--- config.mk ---
export PLATFORM = sky130hd
export DESIGN_NAME = alu_result_stage
export DESIGN_NICKNAME = d
export VERILOG_FILES = /design/src/rtl/alu_result_stage.sv
export SDC_FILE = /design/constraint.sdc
export NUM_CORES = 1
export LEC_CHECK = 0
export ABC_CLOCK_PERIOD_IN_PS = 4300
export BUFFER_PORTS_ARGS = -buffer_cell sky130_fd_sc_hd__buf_2
export CAP_MARGIN = 25
export CORE_UTILIZATION = 25
export DETAILED_ROUTE_END_ITERATION = 6
export PLACE_DENSITY = 0.51
export SYNTH_ARGS = -nofsm -noshare
export SYNTH_HDL_FRONTEND = slang
export SYNTH_SLANG_ARGS = --single-unit
export TNS_END_PERCENT = 1
--- constraint.sdc ---
create_clock -name clk -period 4.3 [get_ports clk]
set_clock_uncertainty 0.15 [all_clocks]
set_input_delay 0.43 -clock clk [delete_from_list [all_inputs] [get_ports clk]]
set_output_delay 0.43 -clock clk [all_outputs]
set_load 0.01 [all_outputs]
--- src/rtl/alu_result_stage.sv ---
// Purpose : registered result stage behind the 64-bit ALU; buffers beats, owns NZCV flags, resolves branches.
// Latency : a beat accepted in cycle t is on out_* in cycle t+1 when the buffer was empty; flags update at t+1.
// Backpressure: in_ready drops when both entries are full; in_ready comes from registered count only, never from out_ready.
//
// Ports:
//   clk, rst_n              - clock, asynchronous active-low reset
//   in_valid/in_ready       - ALU beat handshake; in_result, in_status {V,C,N,Z}, in_dest, in_wr_en,
//                             in_set_flags, in_is_branch, in_cond ride with it
//   out_valid/out_ready     - head-of-buffer handshake; out_result, out_dest, out_wr_en, out_branch_taken
//   flags                   - architectural {V,C,N,Z}
// Build option: define ALU_RESULT_XZR_EN to suppress register writes to dest 31 (zero register).

// Small generic FIFO with reset-cleared storage.
// Latency: pushed data is visible at pop_dat the cycle after push when empty.
// Backpressure: push_rdy is low only when full and depends on registered count alone.
module alu_result_fifo #(
    parameter int W     = 8,
    parameter int DEPTH = 2
) (
    input  logic         clk,
    input  logic         rst_n,
    input  logic         push_vld,
    output logic         push_rdy,
    input  logic [W-1:0] push_dat,
    output logic         pop_vld,
    input  logic         pop_rdy,
    output logic [W-1:0] pop_dat
);
    localparam int PTR_W = (DEPTH > 1) ? $clog2(DEPTH) : 1;
    localparam int CNT_W = $clog2(DEPTH + 1);

    logic [W-1:0]     mem_q [DEPTH];
    logic [W-1:0]     mem_d [DEPTH];
    logic [PTR_W-1:0] rd_ptr_q, rd_ptr_d;
    logic [PTR_W-1:0] wr_ptr_q, wr_ptr_d;
    logic [CNT_W-1:0] cnt_q, cnt_d;
    logic             push;
    logic             pop;

    assign push_rdy = (cnt_q != CNT_W'(DEPTH));
    assign pop_vld  = (cnt_q != '0);
    assign pop_dat  = mem_q[rd_ptr_q];
    assign push     = push_vld && push_rdy;
    // pop_vld gates the pop, so a push into an empty FIFO is never paired with a pop.
    assign pop      = pop_rdy && pop_vld;

    always_comb begin
        mem_d    = mem_q;
        rd_ptr_d = rd_ptr_q;
        wr_ptr_d = wr_ptr_q;
        cnt_d    = cnt_q;
        if (push) begin
            mem_d[wr_ptr_q] = push_dat;
            wr_ptr_d = (wr_ptr_q == PTR_W'(DEPTH - 1)) ? '0 : wr_ptr_q + 1'b1;
        end
        if (pop) begin
            rd_ptr_d = (rd_ptr_q == PTR_W'(DEPTH - 1)) ? '0 : rd_ptr_q + 1'b1;
        end
        case ({push, pop})
            2'b10:   cnt_d = cnt_q + 1'b1;
            2'b01:   cnt_d = cnt_q - 1'b1;
            default: cnt_d = cnt_q;
        endcase
    end

    always_ff @(posedge clk or negedge rst_n) begin
        if (!rst_n) begin
            for (int i = 0; i < DEPTH; i++) begin
                mem_q[i] <= '0;
            end
            rd_ptr_q <= '0;
            wr_ptr_q <= '0;
            cnt_q    <= '0;
        end else begin
            for (int i = 0; i < DEPTH; i++) begin
                mem_q[i] <= mem_d[i];
            end
            rd_ptr_q <= rd_ptr_d;
            wr_ptr_q <= wr_ptr_d;
            cnt_q    <= cnt_d;
        end
    end
endmodule

module alu_result_stage #(
    parameter int DEPTH = 2    // only 2 is supported
) (
    input  logic        clk,
    input  logic        rst_n,
    input  logic        in_valid,
    output logic        in_ready,
    input  logic [63:0] in_result,
    input  logic [3:0]  in_status,
    input  logic [4:0]  in_dest,
    input  logic        in_wr_en,
    input  logic        in_set_flags,
    input  logic        in_is_branch,
    input  logic [3:0]  in_cond,
    output logic        out_valid,
    input  logic        out_ready,
    output logic [63:0] out_result,
    output logic [4:0]  out_dest,
    output logic        out_wr_en,
    output logic        out_branch_taken,
    output logic [3:0]  flags
);
    typedef struct packed {
        logic [63:0] result;
        logic [4:0]  dest;
        logic        wr_en;
        logic        taken;
    } entry_t;

    entry_t     push_entry;
    entry_t     head_entry;
    logic       accept;
    logic       cond_true;
    logic       wr_en_store;
    logic [3:0] flags_q, flags_d;
    logic       flag_v, flag_c, flag_n, flag_z;

    assign accept = in_valid && in_ready;
    assign {flag_v, flag_c, flag_n, flag_z} = flags_q;

    // Branches see the flags as they stood before this beat's own update.
    always_comb begin
        cond_true = 1'b1;
        case (in_cond)
            4'h0:    cond_true = flag_z;
            4'h1:    cond_true = !flag_z;
            4'h2:    cond_true = flag_c;
            4'h3:    cond_true = !flag_c;
            4'h4:    cond_true = flag_n;
            4'h5:    cond_true = !flag_n;
            4'h6:    cond_true = flag_v;
            4'h7:    cond_true = !flag_v;
            4'h8:    cond_true = flag_c && !flag_z;
            4'h9:    cond_true = !(flag_c && !flag_z);
            4'hA:    cond_true = (flag_n == flag_v);
            4'hB:    cond_true = (flag_n != flag_v);
            4'hC:    cond_true = !flag_z && (flag_n == flag_v);
            4'hD:    cond_true = !(!flag_z && (flag_n == flag_v));
            default: cond_true = 1'b1;
        endcase
    end

`ifdef ALU_RESULT_XZR_EN
    // Register 31 is the zero register: writes to it are dropped here.
    assign wr_en_store = in_wr_en && (in_dest != 5'd31);
`else
    assign wr_en_store = in_wr_en;
`endif

    always_comb begin
        push_entry.result = in_result;
        push_entry.dest   = in_dest;
        push_entry.wr_en  = wr_en_store;
        push_entry.taken  = in_is_branch && cond_true;
    end

    always_comb begin
        flags_d = flags_q;
        if (accept && in_set_flags) begin
            flags_d = in_status;
        end
    end

    always_ff @(posedge clk or negedge rst_n) begin
        if (!rst_n) begin
            flags_q <= '0;
        end else begin
            flags_q <= flags_d;
        end
    end

    alu_result_fifo #(
        .W     ($bits(entry_t)),
        .DEPTH (DEPTH)
    ) u_fifo (
        .clk      (clk),
        .rst_n    (rst_n),
        .push_vld (in_valid),
        .push_rdy (in_ready),
        .push_dat (push_entry),
        .pop_vld  (out_valid),
        .pop_rdy  (out_ready),
        .pop_dat  (head_entry)
    );

    assign out_result       = head_entry.result;
    assign out_dest         = head_entry.dest;
    assign out_wr_en        = head_entry.wr_en;
    assign out_branch_taken = head_entry.taken;
    assign flags            = flags_q;
endmodule

Word-level counts from Yosys, hierarchy flattened
Cells that the tools add are included.
{"block": "word_totals", "in_bits": 84, "ff_bits": 150, "elab_cells": 59}
{"block": "op_classes", "mux": 10, "n_eq_ne": 18, "n_bitwise": 2, "addsub": 4, "n_reduce_logical": 16, "order_cmp": 3}
{"cell": "71-bit two-way mux", "n": 4}
{"cell": "142-bit bitwise mux", "n": 1}
{"cell": "71-bit demux with 1-bit select", "n": 1}
{"cell": "4-bit equality test, second input constant", "n": 6}
{"cell": "4-bit by 3-bit equality test with 1-bit output, second input constant", "n": 4}
{"cell": "1-bit one-hot mux with 14 select lines", "n": 1}
{"cell": "4-bit by 2-bit equality test with 1-bit output, second input constant", "n": 2}
{"cell": "1-bit logical AND", "n": 7}
{"cell": "1-bit logical NOT", "n": 6}
{"cell": "4-bit by 1-bit equality test with 1-bit output, second input constant", "n": 1}
{"cell": "2-bit greater-or-equal comparator, second input constant", "n": 2}
{"cell": "4-bit logical NOT", "n": 1}
{"cell": "1-bit inverter with 2-bit output", "n": 2}
{"cell": "2-bit one-hot mux with 2 select lines", "n": 1}
{"cell": "2-bit nonzero test", "n": 2}
{"cell": "1-bit adder, second input constant", "n": 2}
{"cell": "2-bit by 1-bit adder with 2-bit output, second input constant", "n": 1}
{"cell": "2-bit by 1-bit equality test with 1-bit output, second input constant", "n": 1}
{"cell": "2-bit equality test, second input constant", "n": 1}
{"cell": "2-bit by 1-bit < comparator with 1-bit output, second input constant", "n": 1}
{"cell": "1-bit two-way mux", "n": 2}
{"cell": "2-bit inequality test, second input constant", "n": 1}
{"cell": "2-bit by 1-bit subtractor with 2-bit output, second input constant", "n": 1}
{"cell": "1-bit equality test", "n": 1}
{"cell": "1-bit inequality test", "n": 1}

Longest topological paths before layout
Gate-level depths: netlist (run 1).
{"block": "depth", "depth_word": 6, "depth_mapped": 6, "depth_no_buf": 6}

Hierarchy
Synthesis (run 1) repeated with hierarchy kept, for this count alone.
{"block": "hier_totals", "hier_cells": 431, "hier_area_um2": 7359.6}
{"module": "alu_result_fifo", "area_each_um2": 7038.0, "n_inst": 1, "cells_each": 396}
{"module": "alu_result_stage", "area_each_um2": 321.6, "n_inst": 1, "cells_each": 35}

Worst setup path after synthesis (run 1)
OpenSTA, ideal clock, no wires.
{"block": "synth_timing", "kind": "register to register", "startpoint": "register u_fifo.cnt_q[1]", "endpoint": "register u_fifo.cnt_q[1]", "synth_period_minus_slack_ns": 1.730, "stages_incl_launch_ff": 6, "arrival_ns": 1.501, "n_path_buf": 0, "setup_time_ns": 0.079, "path_slack_ns": 2.570, "path_cell_list": "dfrtp_1 -> or2_2 -> and2_1 -> ha_1 -> nor2_1 -> xor2_1"}
{"block": "synth_via", "elab_chain_cells": 4, "word_cells_on_any_way": 10}
{"element": "start: declaration", "line": "36", "rtl": "logic [CNT_W-1:0] cnt_q, cnt_d;"}
{"element": "start signal: assignment", "line": "80", "rtl": "cnt_q <= cnt_d;"}
{"element": "2-bit nonzero test (*)", "line": "41", "rtl": "assign pop_vld = (cnt_q != '0);"}
{"element": "named net out_valid", "line": "99", "rtl": "output logic out_valid,"}
{"element": "1-bit logical AND (*)", "line": "45", "rtl": "assign pop = pop_rdy && pop_vld;"}
{"element": "named net u_fifo.pop", "line": "38", "rtl": "logic pop;"}
{"element": "2-bit by 1-bit equality test with 1-bit output or 2-bit equality test (tied branches)", "line": "59", "rtl": "case ({push, pop})"}
{"element": "2-bit one-hot mux with 2 select lines or 2-bit nonzero test (tied branches)"}
Mark *: on every way through the listed nets, which the timed path passes. The rest lies on a longest branch.
A chain may end at the register's enable or synchronous reset.

Worst setup path after layout (run 1)
{"block": "layout_timing", "startpoint": "register u_fifo.rd_ptr_q", "endpoint": "output port out_result[54]"}
{"block": "layout_via", "elab_chain_cells": 4}
{"element": "start: declaration", "line": "34", "rtl": "logic [PTR_W-1:0] rd_ptr_q, rd_ptr_d;"}
{"element": "start signal: assignment", "line": "78", "rtl": "rd_ptr_q <= rd_ptr_d;"}
{"element": "1-bit inverter with 2-bit output (implied by the code)", "line": "42", "rtl": "assign pop_dat = mem_q[rd_ptr_q];"}
{"element": "71-bit two-way mux (implied by the code) (3 in a row)", "line": "42"}
{"element": "end: declaration", "line": "101", "rtl": "output logic [63:0] out_result,"}
Every way passes these cells. The select of a mux whose other input is x is not followed.

==> results of run 1 <==
## cell usage in the layout (no fill, tap or decap), drive strengths merged, types with 2 or more instances in the layout
cell type and n:
xor2 4, clkbuf 19, clkinv 4, nand3 3
clkinvlp 2, inv 5, mux2 217, xnor2 5
nor2 3, buf 167, a21oi 2, bufinv 3
dfrtp 150, nand2b 2
## routing by layer
layer,track usage [%],vias up
li1,-,1868
met1,13.3,2042
met2,19.0,97
met3,3.85,5
met4,2.72,0
met5,0,-
## cell families (layout without fill, tap and decap cells)
group | Yosys count | count (layout) | share of synthesized area, %
and+or+nand+nor | 16 | 16 | 1.78
muxes | 218 | 218 | 36.6
DFF | 150 | 150 | 56.1
xor gates and xnor gates | 9 | 9 | 1.18
AOI/OAI and AO/OA | 9 | 9 | 1.01
adders and majority gates | 1 | 1 | 0.187
buffers and inverters | 24 | 201 | 3.14
## state kept, by name, indices dropped and copies added, names as in the netlist
register and count:
u_fifo.mem_q 142, u_fifo.rd_ptr_q 1, u_fifo.cnt_q 2, flags 4
u_fifo.wr_ptr_q 1
## worst min-delay path by stage
| stage | startpoint | to | slack (ns) |
|---|---|---|---|
| 2_1_floorplan | rst_n | flags[0] | -0.02 |
| 3_3_place_gp | u_fifo.mem_q[82] | u_fifo.mem_q[82] | 0.31 |
| 3_5_place_dp | u_fifo.mem_q[84] | u_fifo.mem_q[84] | 0.33 |
| 4_1_cts | rst_n | u_fifo.mem_q[15] | 0.007 |
| 5_1_grt | in_status[0] | flags[0] | 0.08 |
| 6_report | in_result[6] | u_fifo.mem_q[84] | 0.10 |
## power groups by stage
stage               clock network, mW  registers (mW)  logic [mW]
finish                           1.56            2.53        2.94
floorplan                           0            2.41        2.17
global route                     1.70            2.64        3.19
detailed placement                  0            2.69        2.83
CTS                              1.62            2.67        2.84
global placement                    0            2.63        2.76
## cell type report
type	instances	area (µm²)
repair buffers	168	922
fillers	2642	17700
flip-flops and latches	150	3760
well taps	335	419
clock inverters	13	168
multi-input cells	253	2740
inverters	1	3.75
clock buffers	19	453
## critical path, stage by stage (launching register included)
cell     delay [ns]
dfrtp_4        0.50
buf_16         0.34
mux2_2         0.39
buf_2          0.14
==> reports/metrics.yaml, run 1 <==
outcome: "finished, violations left"
failed_checks: "design-rule violations"
synth-edff-count: 0
cts_hold_buf: 0
whs_ns: 0.104
fin_setup_tns_ns: 0
top_layer: "met4"
cts_tree: "done"
grt_overflow: 0
cts_buffer_depth: 2
combPwrFrac_pct: 41.8
fin_nets: 676
slew_headroom_pct: 58.4
fp.dieW_um: 166
start_util_pct: 25.6
synthesis.nets: 512
irDropWorstVdd_v: 0.000595
gr-usage-all-layers_pct: 11.1
place_ws_ns: 1.88
io_pins: 161
std_cell_rows: 59
routed_via_density: 4.27
grt_pass1_wl_um: 24200
synth_area_mm2: 0.00670
num_vias: 4012
cts_setup_buffers: 0
critPathLaunchType: "flop"
worst-setup-path-type: "flop to output pin"
p_leak_nw: 3.75
cp-endpoint: "out_result[54]"
netlist-cell-type-count: 35
max_slew.worst_pin.slew_ns: 0.623
hpwl_um: 9490
ctsRootBufferMaster: "clkbuf_16"
finalHoldViolCount: 0
ff2ff_setup_slack_ns: 1.95
finalNonFillerCells: 939
reg2reg_depth: 4
switching_power_mw: 2.27
arrival_ns: 1.82
synth_top_area_cell: "dfrtp_1"
ys_warn_count: 0
finalSetupViolCount: 0
route.met3.wl_um: 863
critical_path.max_fanout: 66
die_h_um: 166
switching_share_pct: 32.2
wl_um: 14400
r2r-end: "u_fifo.mem_q[13]"
async_flop_share_pct: 100
gp_congestion: 0.691
period_share_pct: 55.9
p_seq_share_pct: 36.0
fmax_ghz: 0.416
grt_start_max_net_pins: 100
synth_seq_cells: 150
wl_per_cell_um: 15.3
area_delta_synth_final_pct: 26.4
clkTransAtPathRegs_ns: 0.06
dr_wl_met2_um: 6990
first_global_vias: 4640
rsz0062_at_grt: "no"
synth_most_common_cell: "mux2_2"
drt_iter0_markers: 141
dr.pass1.iters: 6
netlist_top_cells_area: "dfrtp_1 56%, mux2_2 35%, buf_6 2.2%, mux2_1 1.2%, xnor2_1 0.65%"
ys_seq_area_share_pct: 56.1
syn_area_per_cell_um2: 15.7
dp.cells: 903
cp-startpoint: "u_fifo.rd_ptr_q"
place_area_mm2: 0.00776
drc: 16
antenna_found_initial: 0
maxSlewViolCount: 0
synthTopCellsByCount: "210 x mux2_2, 150 x dfrtp_1, 13 x buf_6"
drive_gt1_share_pct: 68.9
drt.antenna.violating_nets: 0
coreArea_mm2: 0.0261
p_total_mw: 7.04
clock-sinks: 150
layout_min_cycle_time_ns: 2.40
port_buffers: 160
hold_path_depth: 2
numCtsBuffers: 17
r2r-start: "u_fifo.cnt_q[0]"
end_kind: "output pin"
post-route-util_pct: 32.4
cts_resized: 0
cts_max_level: 4
p_clk_share_pct: 22.2
syn_inst: 427
clk_latency_ns: 0.41
setup_ws_ns: 1.90
synthFlopType: "dfrtp_1"
hp-class: "input port to flop"
wl_met1_um: 6420
power_density_mw_per_mm2: 832
dieArea_mm2: 0.0274
required_ns: 3.72
p_int_mw: 4.77
drv_cap: 0
design_area_mm2: 0.00846
insertedDiodeCount: 0
synth.top_cell.area_share_pct: 56.1
No activity file was read; power rests on OpenSTA's default activity.
==> inputs of run 2 (changes only) <==
--- a/config.mk
+++ b/config.mk
@@ -5,7 +5,7 @@
 export SDC_FILE = /design/constraint.sdc
 export NUM_CORES = 1
 export LEC_CHECK = 0
-export ABC_CLOCK_PERIOD_IN_PS = 4300
+export ABC_CLOCK_PERIOD_IN_PS = 2370
 export BUFFER_PORTS_ARGS = -buffer_cell sky130_fd_sc_hd__buf_2
 export CAP_MARGIN = 25
 export CORE_UTILIZATION = 25
==> constraint.sdc (replaced) <==
create_clock -name clk -period 2.37 [get_ports clk]
set_clock_uncertainty 0.15 [all_clocks]
set_input_delay 0.237 -clock clk [delete_from_list [all_inputs] [get_ports clk]]
set_output_delay 0.237 -clock clk [all_outputs]
set_load 0.01 [all_outputs]
==> run 2 against run 1 <==
Net effect:
- the run still ends with design-rule violations left
- die area is the same
- critical path depth unchanged
- hold slack improved by 0.079 ns
- via count is 7.7% higher
- clock-buffer cell count is the same
- sequential power is 81% higher
- cell area up 8.9%
- cell count increased by 8.1%
- register-to-register slack worse by 1.4 ns
- wire length rose by 3.2%
- total power up 82%
- largest power group unchanged
- highest routed layer unchanged
==> reports/metrics.yaml, run 2 (synthesis gave the netlist of run 1 again) <==
outcome: "finished, violations left"  # unchanged
failed_checks: "design-rule violations"  # unchanged
cpMaxStageDelayCell: "dfrtp_4"  # unchanged
final_common_cell: "mux2_2"  # unchanged
num_vias: 4320  # was 4012
std_cell_rows: 59  # unchanged
fin_setup_tns_ns: 0  # unchanged
cts_hold_buf: 77  # was 0
grt_use_met1_pct: 12.9  # was 13.3%
hpwl_um: 9800  # was 9490 µm
top_usage_layer: "met2"  # unchanged
drv_cap: 0  # unchanged
drt.antenna.violating_nets: 0  # unchanged
largest_reg_flops: 142  # unchanged
fmax_ghz: 0.462
met3_usage_pct: 3.37  # was 3.85%
dr.pass1.iters: 6  # unchanged
cp_num_buf_inv: 2  # unchanged
drc: 15  # was 16
required_ns: 1.98  # was 3.72 ns
numCtsBuffers: 17  # unchanged
fillers: 2616  # was 2642
routed_via_density: 4.26  # was 4.27
coreArea_mm2: 0.0261  # unchanged
fp.dieW_um: 166  # unchanged
irDropWorstVdd_v: 0.000574  # was 0.000595 V
p_seq_share_pct: 35.7  # was 36.0%
rsz0062_at_grt: "no"  # unchanged
hp-class: "input port to flop"  # unchanged
place_ws_ns: 0.546  # was 1.88 ns
port_buffers: 160  # unchanged
maxSlewViolCount: 0  # unchanged
setup_ws_ns: 0.207  # was 1.90 ns
wl_per_cell_um: 14.6  # was 15.3 µm
die_h_um: 166  # unchanged
cts_resized: 0  # unchanged
arrival_ns: 1.78  # was 1.82 ns
cts_max_level: 4  # unchanged
start_util_pct: 25.6  # unchanged
cp-startpoint: "u_fifo.rd_ptr_q"  # unchanged
fin_nets: 752  # was 676
worst-setup-path-type: "flop to output pin"  # unchanged
mostFrequentLayoutCells: "210 x mux2_2, 159 x buf_2, 149 x dfrtp_1, 77 x dlygate4sd3_1, 17 x clkbuf_16"  # was 210 x mux2_2, 159 x buf_2, 149 x dfrtp_1, 17 x clkbuf_16, 7 x mux2_1
clkTransAtPathRegs_ns: 0.06  # about the same
p_int_mw: 8.63  # was 4.77 mW
grt_start_max_net_pins: 78  # was 100
hp-start: "in_set_flags"  # was in_result[6]
cts_setup_buffers: 0  # unchanged
finalHoldViolCount: 0  # unchanged
io_pins: 161  # unchanged
gp_congestion: 0.684  # was 0.691
cts_buffer_depth: 2  # unchanged
drt_iter0_markers: 129  # was 141
switching_share_pct: 32.6  # was 32.2%
layout_min_cycle_time_ns: 2.16
p_clk_share_pct: 21.2  # was 22.2%
slew_headroom_pct: 68.6  # was 58.4%
switching_power_mw: 4.18  # was 2.27 mW
insertedDiodeCount: 0  # unchanged
cp_cell_sequence: "buf_12 > mux2_2 > buf_2"  # was buf_16 > mux2_2 > buf_2
critPathLaunchType: "flop"  # unchanged
path_delay_family: "buffers and inverters"  # was flip-flops
grt_pass1_wl_um: 24900  # was 24200 µm
end_kind: "output pin"  # unchanged
gr-usage-met2_pct: 20.3  # was 19.0%
clk_latency_ns: 0.41  # about the same
cts_tree: "done"  # unchanged
clock-sinks: 150  # unchanged
gr-usage-all-layers_pct: 11.3  # was 11.1%
combPwrFrac_pct: 43.1  # was 41.8%
critical_path.max_fanout: 72  # was 66
wl_um: 14800  # was 14400 µm
finalSetupViolCount: 0  # unchanged
period_share_pct: 91.3
max_slew.worst_pin.slew_ns: 0.471  # was 0.623 ns
grt_overflow: 0  # unchanged
antenna_found_initial: 0  # unchanged
area_delta_synth_final_pct: 37.6  # was 26.4%
drive_gt1_share_pct: 61.0  # was 68.9%
p_leak_nw: 4.05  # was 3.75 nW
first_global_vias: 4834  # was 4640
largest-register: "u_fifo.mem_q"  # unchanged
slowest_delay_ns: 0.41  # was 0.50 ns
r2r-start: "u_fifo.cnt_q[0]"  # unchanged
dieArea_mm2: 0.0274  # unchanged
power_density_mw_per_mm2: 1390  # was 832 mW/mm²
ctsRootBufferMaster: "clkbuf_16"  # unchanged
-- run 2: cell types whose count changed in the layout (fill, tap and decap cells not counted), sizes merged --
cell and delta:
dlygate4sd3 +76, clkinvlp +2, bufinv -1, clkinv -1
-- run 2: final timing paths --
| kind | slack [ns] | depth (start not counted) | end |
|---|---|---|---|
| worst min-delay path | 0.18 | 3 | flags[0] |
| min in group asynchronous | 0.22 | 3 | u_fifo.mem_q[87] |
| worst min register to register | 0.34 | 1 | u_fifo.mem_q[82] |
| max in group asynchronous | 1.46 | 3 | u_fifo.rd_ptr_q |
| worst max-delay path | 0.21 | 3 | out_result[54] |
| worst max register to register | 0.55 | 4 | u_fifo.mem_q[31] |
-- run 2: layout make-up --
| type | count | area [µm²] | share of cell area, % |
|---|---|---|---|
| multi-input combinational | 253 | 2740 | 29.7 |
| clock inverter | 13 | 146 | 1.59 |
| timing repair buffer | 244 | 1710 | 18.5 |
| tap | 335 | 419 | 4.55 |
| sequential | 150 | 3760 | 40.8 |
| clock buffer | 19 | 443 | 4.81 |
| inverter | 1 | 3.75 | 0.0407 |
-- run 2: through the flow --
step	instance area (µm²)	hold slack, ns	util, %	power [mW]	std cells
final	9210	0.184	35.3	12.8	1015
after global routing	9210	0.182	35.3	13.7	1015
after CTS	9210	0.168	35.3	13.0	1015
after detailed placement	7850	0.120	30.1	10.1	906
after global placement	7850	0.112	30.1	9.86	906
after floorplan	6700	-0.209	-	8.31	427
-- run 2: worst min-delay path, cell delays in order --
cell	delay [ns]
buf_2	0.11
nand3_1	0.18
mux2_2	0.18
-- run 2: power groups by stage --
stage	clock [mW]	combinational [mW]	sequential, mW
2_1_floorplan	0	3.94	4.38
6_report	2.71	5.52	4.57
4_1_cts	2.83	5.64	4.58
3_3_place_gp	0	5.38	4.48
3_5_place_dp	0	5.51	4.62
5_1_grt	2.94	5.98	4.74
-- run 2: per-layer routing --
layer / up-vias / share of wire [%]
li1: 2011 / -
met1: 2199 / 42
met2: 100 / 52
met3: 10 / 4.9
met4: 0 / 1.2
met5: - / 0
